<file path="src/rtl/instr_align_buffer_pkg.sv">
// Shared widths and constants for the IF/ID instruction alignment buffer.
package instr_align_buffer_pkg;

    localparam int unsigned ADDR_WIDTH  = 32;
    localparam int unsigned INSTR_WIDTH = 64;
    localparam int unsigned HW_WIDTH    = 16;
    localparam int unsigned WORD_HW     = INSTR_WIDTH / HW_WIDTH;

    localparam logic [31:0]            NOP_INSTR  = 32'h0000_0013;
    localparam logic [INSTR_WIDTH-1:0] NOP_WINDOW = {NOP_INSTR, NOP_INSTR};

endpackage

</file>
<file path="src/rtl/hw_ring_buffer.sv">
// Halfword ring: 4-halfword write with leading skip, 4-halfword wrapped read window, consume.
module hw_ring_buffer
    import instr_align_buffer_pkg::*;
#(
    parameter int unsigned DEPTH_HW = 16,
    localparam int unsigned PtrW    = $clog2(DEPTH_HW),
    localparam int unsigned CntW    = PtrW + 1
) (
    input  logic                   clk,
    input  logic                   clear,
    input  logic                   wrEn,
    input  logic [INSTR_WIDTH-1:0] wrData,
    input  logic [1:0]             wrSkip,
    input  logic [2:0]             consume,
    output logic [CntW-1:0]        count,
    output logic [INSTR_WIDTH-1:0] window
);

    logic [HW_WIDTH-1:0] mem [DEPTH_HW];
    logic [PtrW-1:0]     headQ;
    logic [CntW-1:0]     countQ;
    logic [PtrW-1:0]     tailPtr;
    logic [2:0]          wrCnt;

    assign tailPtr = headQ + countQ[PtrW-1:0];
    assign wrCnt   = wrEn ? (3'd4 - {1'b0, wrSkip}) : 3'd0;
    assign count   = countQ;

    // Halfwords below the skip offset are dropped; the rest pack contiguously at the tail.
    always_ff @(posedge clk) begin
        if (wrEn && !clear) begin
            for (int k = 0; k < WORD_HW; k++) begin
                if (k >= int'(wrSkip)) begin
                    mem[tailPtr + PtrW'(k - int'(wrSkip))] <= wrData[k*HW_WIDTH +: HW_WIDTH];
                end
            end
        end
    end

    always_ff @(posedge clk) begin
        if (clear) begin
            headQ  <= '0;
            countQ <= '0;
        end else begin
            headQ  <= headQ + PtrW'(consume);
            countQ <= countQ + CntW'(wrCnt) - CntW'(consume);
        end
    end

    always_comb begin
        window = '0;
        for (int k = 0; k < WORD_HW; k++) begin
            window[k*HW_WIDTH +: HW_WIDTH] = mem[headQ + PtrW'(k)];
        end
    end

endmodule

</file>
<file path="src/rtl/instr_align_buffer.sv">
// Fetch front end: sequential 8-byte requests into a halfword ring, aligned 64-bit window to Decode.
module instr_align_buffer
    import instr_align_buffer_pkg::*;
#(
    parameter int unsigned           DEPTH_HW  = 16,
    parameter int unsigned           MAX_OUTST = 2,
    parameter logic [ADDR_WIDTH-1:0] RESET_PC  = 32'h0000_0000
) (
    input  logic                   clk,
    input  logic                   rst,
    input  logic                   flush,
    input  logic [ADDR_WIDTH-1:0]  flush_pc,
    output logic                   fetch_req_valid,
    input  logic                   fetch_req_ready,
    output logic [ADDR_WIDTH-1:0]  fetch_addr,
    input  logic                   resp_valid,
    input  logic [INSTR_WIDTH-1:0] resp_data,
    output logic                   out_valid,
    output logic [INSTR_WIDTH-1:0] out_instr,
    output logic [ADDR_WIDTH-1:0]  out_pc,
    input  logic                   dec_stall,
    input  logic [2:0]             dec_consume
);

    localparam int unsigned CntW = $clog2(DEPTH_HW) + 1;
    localparam int unsigned OutW = $clog2(MAX_OUTST + 1);

    logic                   flushAll;
    logic [ADDR_WIDTH-1:0]  target;
    logic [ADDR_WIDTH-1:0]  headPcQ, headPcD;
    logic [ADDR_WIDTH-1:0]  fetchAddrQ, fetchAddrD;
    logic [OutW-1:0]        outstQ, outstD;
    logic [OutW-1:0]        dropQ, dropD;
    logic [1:0]             skipQ, skipD;
    logic [CntW-1:0]        count;
    logic [INSTR_WIDTH-1:0] window;
    logic                   reqFire, respKeep, doConsume;
    logic [2:0]             consumeAmt, ringConsume;
    logic                   unusedBits;

    assign flushAll   = rst | flush;
    assign target     = rst ? RESET_PC : flush_pc;
    assign unusedBits = target[0];

    // Space for every in-flight word is reserved up front, so responses can never overflow.
    assign fetch_req_valid = !flushAll && (outstQ < OutW'(MAX_OUTST)) &&
                             ((int'(count) + 4 * (int'(outstQ) + 1)) <= int'(DEPTH_HW));
    assign reqFire     = fetch_req_valid & fetch_req_ready;
    assign respKeep    = resp_valid & ~flushAll & (dropQ == '0);
    assign consumeAmt  = (dec_consume > 3'd4) ? 3'd4 : dec_consume;
    assign doConsume   = out_valid & ~dec_stall & ~flushAll;
    assign ringConsume = doConsume ? consumeAmt : 3'd0;

    assign out_valid  = count >= CntW'(4);
    assign out_instr  = out_valid ? window : NOP_WINDOW;
    assign out_pc     = headPcQ;
    assign fetch_addr = fetchAddrQ;

    always_comb begin
        headPcD    = headPcQ;
        fetchAddrD = fetchAddrQ;
        outstD     = outstQ;
        dropD      = dropQ;
        skipD      = skipQ;
        if (flushAll) begin
            headPcD    = target;
            fetchAddrD = {target[31:3], 3'b000};
            skipD      = target[2:1];
            // Pending drops are already part of outstQ; everything still in flight becomes stale.
            dropD      = (resp_valid && outstQ != '0) ? outstQ - OutW'(1) : outstQ;
            outstD     = dropD;
        end else begin
            if (reqFire) fetchAddrD = fetchAddrQ + 32'd8;
            outstD = outstQ + OutW'(reqFire) - OutW'(resp_valid);
            if (resp_valid && dropQ != '0) dropD = dropQ - OutW'(1);
            if (respKeep) skipD = 2'b00;
            if (doConsume) headPcD = headPcQ + {28'b0, consumeAmt, 1'b0};
        end
    end

    always_ff @(posedge clk) begin
        if (rst) begin
            headPcQ    <= RESET_PC;
            fetchAddrQ <= {RESET_PC[31:3], 3'b000};
            skipQ      <= RESET_PC[2:1];
            outstQ     <= dropD;
            dropQ      <= dropD;
        end else begin
            headPcQ    <= headPcD;
            fetchAddrQ <= fetchAddrD;
            skipQ      <= skipD;
            outstQ     <= outstD;
            dropQ      <= dropD;
        end
    end

    always_ff @(posedge clk) begin
        if (!rst && out_valid && !dec_stall) begin
            assert (dec_consume <= 3'd4);
        end
    end

    hw_ring_buffer #(
        .DEPTH_HW (DEPTH_HW)
    ) u_ring (
        .clk     (clk),
        .clear   (flushAll),
        .wrEn    (respKeep),
        .wrData  (resp_data),
        .wrSkip  (skipQ),
        .consume (ringConsume),
        .count   (count),
        .window  (window)
    );

endmodule

</file>
<file path="config.mk">
export PLATFORM = sky130hd
export DESIGN_NAME = instr_align_buffer
export DESIGN_NICKNAME = d
export VERILOG_FILES = /design/src/rtl/instr_align_buffer_pkg.sv /design/src/rtl/hw_ring_buffer.sv /design/src/rtl/instr_align_buffer.sv
export SDC_FILE = /design/constraint.sdc
export NUM_CORES = 2
export LEC_CHECK = 0
export BUFFER_PORTS_ARGS = -buffer_cell sky130_fd_sc_hd__buf_4
export CAP_MARGIN = 20
export CORE_MARGIN = 8
export CORE_UTILIZATION = 55
export CTS_BUF_LIST = sky130_fd_sc_hd__clkbuf_16
export DETAILED_ROUTE_END_ITERATION = 7
export GPL_TIMING_DRIVEN = 0
export PLACE_DENSITY = 0.74
export SKIP_LAST_GASP = 1
export SYNTH_ARGS = -nofsm -noshare
export SYNTH_HDL_FRONTEND = slang
export SYNTH_SLANG_ARGS = --single-unit
</file>
<file path="constraint.sdc">
create_clock -name clk -period 7.42 [get_ports clk]
set_input_delay 0.371 -clock clk [delete_from_list [all_inputs] [get_ports clk]]
set_output_delay 0.371 -clock clk [all_outputs]
set_load 0.01 [all_outputs]
</file>
# Word-level counts from Yosys, hierarchy flattened
# Memories as Yosys holds them, arrays and structs flattened. A register that Yosys moved wholly into a read port is not among the register bits.
# Index checks and enable logic that the tools add are counted.
[word_totals] ff_bits=79 ramBits=256 input_bits=105 output_inout_bits=130 word_cells=88 n_memories=1
[mem_list] memory="u_ring.mem" depth=16 width=16 read_ports=4 rd_clocked_by_memory_dff=1 wr=4 line="hw_ring_buffer.sv:19" source="logic [HW_WIDTH-1:0] mem [DEPTH_HW];"
[op_classes] n_addsub=24 order_cmp=7 n_mux=27 n_bitwise=8 reduce_logical=13
[ops] cell="32-bit two-way mux" n=4
[ops] cell="64-bit two-way mux" n=1
[ops] cell="32-bit by 4-bit adder with 32-bit output" n=1
[ops] cell="32-bit by 4-bit adder with 32-bit output (second input constant)" n=1
[ops] cell="4-bit adder" n=5
[ops] cell="2-bit two-way mux" n=7
[ops] cell="1-bit two-way mux" n=11
[ops] cell="2-bit nonzero test" n=5
[ops] cell="3-bit two-way mux" n=3
[ops] cell="4-bit by 2-bit adder with 4-bit output (second input constant)" n=2
[ops] cell="5-bit by 5-bit adder with 6-bit output" n=1
[ops] cell="6-bit by 5-bit less-or-equal comparator with 1-bit output (second input constant)" n=1
[ops] cell="1-bit by 2-bit subtractor with 3-bit output (first input constant)" n=2
[ops] cell="2-bit by 2-bit subtractor with 3-bit output (first input constant)" n=2
[ops] cell="5-bit by 3-bit adder with 5-bit output" n=1
[ops] cell="1-bit bitwise AND" n=5
[ops] cell="5-bit by 3-bit >= comparator with 1-bit output (second input constant)" n=1
[ops] cell="1-bit logical AND" n=5
[ops] cell="5-bit by 3-bit subtractor with 5-bit output" n=1
[ops] cell="4-bit by 1-bit adder with 4-bit output (second input constant)" n=1
[ops] cell="4-bit by 3-bit adder with 4-bit output" n=1
[ops] cell="1-bit by 2-bit >= comparator with 1-bit output (first input constant)" n=2
[ops] cell="4-bit two-way mux" n=1
[ops] cell="2-bit by 1-bit subtractor with 2-bit output (second input constant)" n=2
[ops] cell="12 further kinds" n=13

# Longest topological paths before layout
[logic_depth] word_depth=9 ltp_mapped=15 ltp_nobuf=14

# Cells and area by module
# Synthesis repeated with hierarchy kept, for this count alone.
[hier_totals] hier_cells=2766 area_unflattened_um2=29593.4
[by_module_without_submodules] mod="hw_ring_buffer" instances=1 cells_each=2199 area_each_um2=25076.6 seq_area_each_um2=7867.5
[by_module_without_submodules] mod="instr_align_buffer" instances=1 cells_each=567 area_each_um2=4516.8 seq_area_each_um2=1341.3

# Worst setup path before layout
# OpenSTA, ideal clock, no wires.
[synth_path] kind="flip-flop to flip-flop" start="register u_ring.headQ[0]" end="memory u_ring.mem[0][0], enable pin" setup_ns=0.397 arrival_time_ns=3.890 t_required_ns=7.023 path_slack_ns=3.133 path_stages_with_launch=13 path_buffers=3 synth_period_minus_slack_ns=4.287 cell_sequence="dfxtp_1 ha_1 fa_1 xor2_1 ha_1 and3b_1 or3_1 a211o_1 and2_1 buf_6 buf_6 clkbuf_1 o221ai_1"
[synth_rtl] element="start, declared" line="hw_ring_buffer.sv:20" source="logic [PtrW-1:0] headQ;"
[synth_rtl] element="start signal, assigned" line="hw_ring_buffer.sv:45" source="headQ <= headQ + PtrW'(consume);"
[synth_rtl] element="end, declared" line="hw_ring_buffer.sv:19"

# Worst setup path after layout
[layout_path] start="register u_ring.headQ[1]" end="output port out_instr[27]"
[layout_between] elab_chain_len=3
[layout_lines] element="4-bit by 1-bit adder with 4-bit output" line="hw_ring_buffer.sv:53" source="window[k*HW_WIDTH +: HW_WIDTH] = mem[headQ + PtrW'(k)];"
[layout_lines] element="memory read 16 x 16 bit"
[layout_lines] element="64-bit two-way mux" line="instr_align_buffer.sv:55" source="assign out_instr = out_valid ? window : NOP_WINDOW;"
[layout_lines] element="end, declared" line="instr_align_buffer.sv:19" source="output logic [INSTR_WIDTH-1:0] out_instr,"
# No other way between the ends.

==> impl_metrics.csv <==
group,metric,value,unit
outcome,status,"finished clean",
worst_hold_path,whs_endpoint,"fetch_addr[3]$_SDFFE_PP0P_",
worst_setup_path,critPathMaxFanout,10,
routing,wl_met1,45600,microns
global_routing,grtUsageTotal,0.445,
power_and_ir_drop,power.density,158,mW/mm^2
synthesis,synthCells,2561,
power_and_ir_drop,design_power_total,5.05,mW
global_routing,grt_pass1_vias,26300,
synthesis,synth_area_per_cell,11.0,sq um
floorplanning,start_util,0.552,
run,maxCapViolCount,0,
worst_hold_path,hold_path.class,"input pin to register",
routing,wl,137000,microns
clock_network,numCtsBuffers,31,
routing,drc,0,
synthesis,synth_edf_count,256,
timing,max_slew_margin,0.0496,
clock_network,clk_pin_slew,0.07,ns
worst_setup_path,critPathRequiredTime,7.05,ns
worst_setup_path,crit_type,"register to output port",
clock_network,h-tree-depth,1,
cells_and_area,n_fill_cell,4066,
timing,tightest_slew,1.43,ns
routing,dr_total_vias,27700,
worst_hold_path,hp-start,"flush_pc[3]",
synthesis,ys.flop_type,"edfxtp_1",
worst_setup_path,worst_r2r_path_depth,11,
floorplanning,die-area,0.0587,sq mm
routing,dr.max_layer_used,"met5",
synthesis,syn_area,0.0282,sq mm
synthesis,synth_cell_types,73,
global_routing,grt_first_pass_wirelength,191000,microns
floorplanning,design.portCount,235,
power_and_ir_drop,vdd_drop_max,0.000202,V
synthesis,ys_ff_latch,332,
global_routing,overflow,0,
power_and_ir_drop,p_leak,11.8,nW
timing,fin_crit_sh,0.991,
worst_setup_path,regToRegSetupSlack,1.80,ns
clock_network,cts_root_buffer,"clkbuf_16",
clock_network,clk_path_buf_depth,3,
cells_and_area,drive_gt1_frac,0.257,
routing,met3WireLength,25900,microns
routing,vias_per_cell,7.83,
placed_design,gp_routability_congestion,1.14,
routing,ant_nets,0,
timing,setup_ws,0.0695,ns
clock_network,cts_setup_buffers,0,
global_routing,antenna_found_initial,12,
floorplanning,core_area,0.0510,sq mm
worst_setup_path,cp.arrival,6.98,ns
timing,period_minus_slack,7.35,ns
placed_design,dp_hpwl,107000,microns
worst_setup_path,reg2reg_from,"u_ring.headQ[0]$_SDFF_PP0_",
routing,drt_iter0_markers,5206,
global_routing,grt_max_degree,18,
synthesis,ys.warnings.count,0,
floorplanning,die_w,242,microns
synthesis,synthArstFlopShare,0,
routing,wire_per_inst,38.7,microns
timing,fmax,136,MHz
worst_setup_path,end_kind,"output port",
placed_design,dp_slack,0.490,ns
timing,finalSetupViolations,0,
worst_setup_path,worst_r2r_endpoint,"u_ring.mem[2][7]$_DFFE_PP_",
timing,rsz0062_at_grt,"false",
timing,finClkSkew,0.0330,ns
timing,maxSlewViolCount,0,
placed_design,io_buffers,199,
worst_hold_path,whs_path_depth,3,
synthesis,yosysSeqAreaShare,0.327,
clock_network,clk_latency,0.63,ns
worst_setup_path,cp-start-kind,"register",
clock_network,cts_sinks,332,
timing,final-hold-violation-count,0,
timing,fin_hold_ws,0.00943,ns
routing,drt_first_pass_iters,8,
cells_and_area,fin_nets,2983,
routing,wl_met2,56000,microns
cells_and_area,area_growth_syn_to_layout,13.5,%
floorplanning,num_rows,83,
clock_network,tritoncts,"done",
floorplanning,die_h,242,microns
timing,setup_tns,0,ns
-- routing by layer --
| metal | up-vias | GRT usage |
|---|---|---|
| met5 | - | 0 |
| met4 | 10 | 0.218 |
| met3 | 667 | 0.225 |
| met2 | 3157 | 0.639 |
| met1 | 13100 | 0.551 |
| li1 | 10700 | - |
-- synth_stat cells, types with 9 or more instances --
| cell type | number | area [sq um] |
|---|---|---|
| buf_1 | 46 | 173 |
| xnor2_1 | 46 | 403 |
| xor2_1 | 34 | 298 |
| nand4_1 | 21 | 131 |
| a221oi_2 | 10 | 150 |
| clkbuf_1 | 169 | 634 |
| mux2i_1 | 233 | 2330 |
| ha_1 | 42 | 526 |
| nand2_1 | 164 | 616 |
| buf_2 | 67 | 335 |
| a211oi_1 | 72 | 541 |
| o211ai_1 | 16 | 120 |
| o22ai_1 | 215 | 1350 |
| mux4_2 | 288 | 6490 |
| o21a_1 | 10 | 75.1 |
| inv_1 | 64 | 240 |
| or2_2 | 10 | 62.6 |
| a21boi_0 | 35 | 263 |
| edfxtp_1 | 256 | 7690 |
| a31oi_1 | 45 | 282 |
| and3_1 | 16 | 100 |
| a21oi_1 | 235 | 1180 |
| nor2b_1 | 40 | 250 |
| dfxtp_1 | 76 | 1520 |
| nand3_1 | 63 | 315 |
| buf_4 | 9 | 67.6 |
| nor2_1 | 79 | 297 |
| o221a_2 | 27 | 304 |
| and2_1 | 41 | 257 |
| nor3_1 | 9 | 45.0 |
-- placed cells by master (no fill, tap or decap), types with 72 or more instances in the layout --
cell / netlist / routed
a21oi_1: 235 / 235
mux4_2: 288 / 288
buf_4: 9 / 223
mux2i_1: 233 / 233
o22ai_1: 215 / 215
nor2_1: 79 / 79
nand2_1: 164 / 164
a211oi_1: 72 / 72
dfxtp_1: 76 / 76
clkbuf_1: 169 / 167
edfxtp_1: 256 / 256
-- area by class of cell --
cell class / count / area, sq um / share of cell area
Antenna cell: 6 / 15.0 / 0.000470
Inverter: 64 / 240 / 0.00752
Tap cell: 680 / 851 / 0.0266
Clock buffer: 31 / 776 / 0.0243
Clock inverter: 25 / 278 / 0.00869
Sequential cell: 332 / 9210 / 0.288
Multi-Input combinational cell: 1873 / 17500 / 0.548
Buffer: 294 / 1250 / 0.0390
Timing Repair Buffer: 232 / 1840 / 0.0574
-- logic make-up after synthesis --
logic type / share of synthesized area
multiplexers: 0.313
AND/OR/NAND/NOR: 0.0876
buffers and inverters: 0.0527
other: 0.000133
adder cells (fa/ha/maj): 0.0243
flip-flops: 0.327
XOR/XNOR: 0.0277
AO/OA/AOI/OAI: 0.168
-- timing repair --
action,CTS,global route
hold buffers,1,0
gates resized for setup,1,4
endpoints found under the setup margin,4,3
hold endpoints to repair,1,0
-- critical path: stages, from the launching register on --
cell and delay [ns]:
dfxtp_1 0.73, clkbuf_1 0.26, buf_2 0.37, clkbuf_1 0.59
clkbuf_2 0.57, inv_1 0.45, ha_1 0.45, clkbuf_1 0.41
buf_1 0.60, clkbuf_1 0.83, mux4_2 0.36, mux2i_1 0.09
a211oi_1 0.44, buf_4 0.20
-- metrics by stage --
| stage | cell area (sq um) | std cells | utilization |
|---|---|---|---|
| CTS | 31900 | 3525 | 0.625 |
| detailed placement | 30800 | 3468 | 0.604 |
| global placement | 30500 | 3442 | 0.599 |
| floorplan | 28200 | 2563 | - |
| global route | 31900 | 3531 | 0.626 |
| finish | 32000 | 3537 | 0.627 |
-- state kept, by name (all words and copies together) (netlist names) --
register / count
u_ring.headQ: 4
dropQ: 2
out_pc: 32
u_ring.mem: 256
u_ring.count: 5
skipQ: 2
fetch_addr: 29
outstQ: 2
-- worst max-delay path by stage --
stage / start / end
CTS: u_ring.headQ[1]$_SDFF_PP0_ / out_instr[26]
global route: u_ring.headQ[1]$_SDFF_PP0_ / out_instr[27]
detailed placement: u_ring.headQ[1]$_SDFF_PP0_ / out_instr[26]
global placement: u_ring.headQ[1]$_SDFF_PP0_ / out_instr[19]
finish: u_ring.headQ[1]$_SDFF_PP0_ / out_instr[27]
floorplan: u_ring.headQ[0]$_SDFF_PP0_ / u_ring.mem[0][0]$_DFFE_PP_
-- report_power, final --
part,internal (mW),switching (mW),leakage [nW],total [mW]
sequential,2.07,0.0759,2.93,2.14
combinational,0.451,0.757,8.31,1.21
clock,0.917,0.785,0.523,1.70
Power figures use the tool's default switching activity.
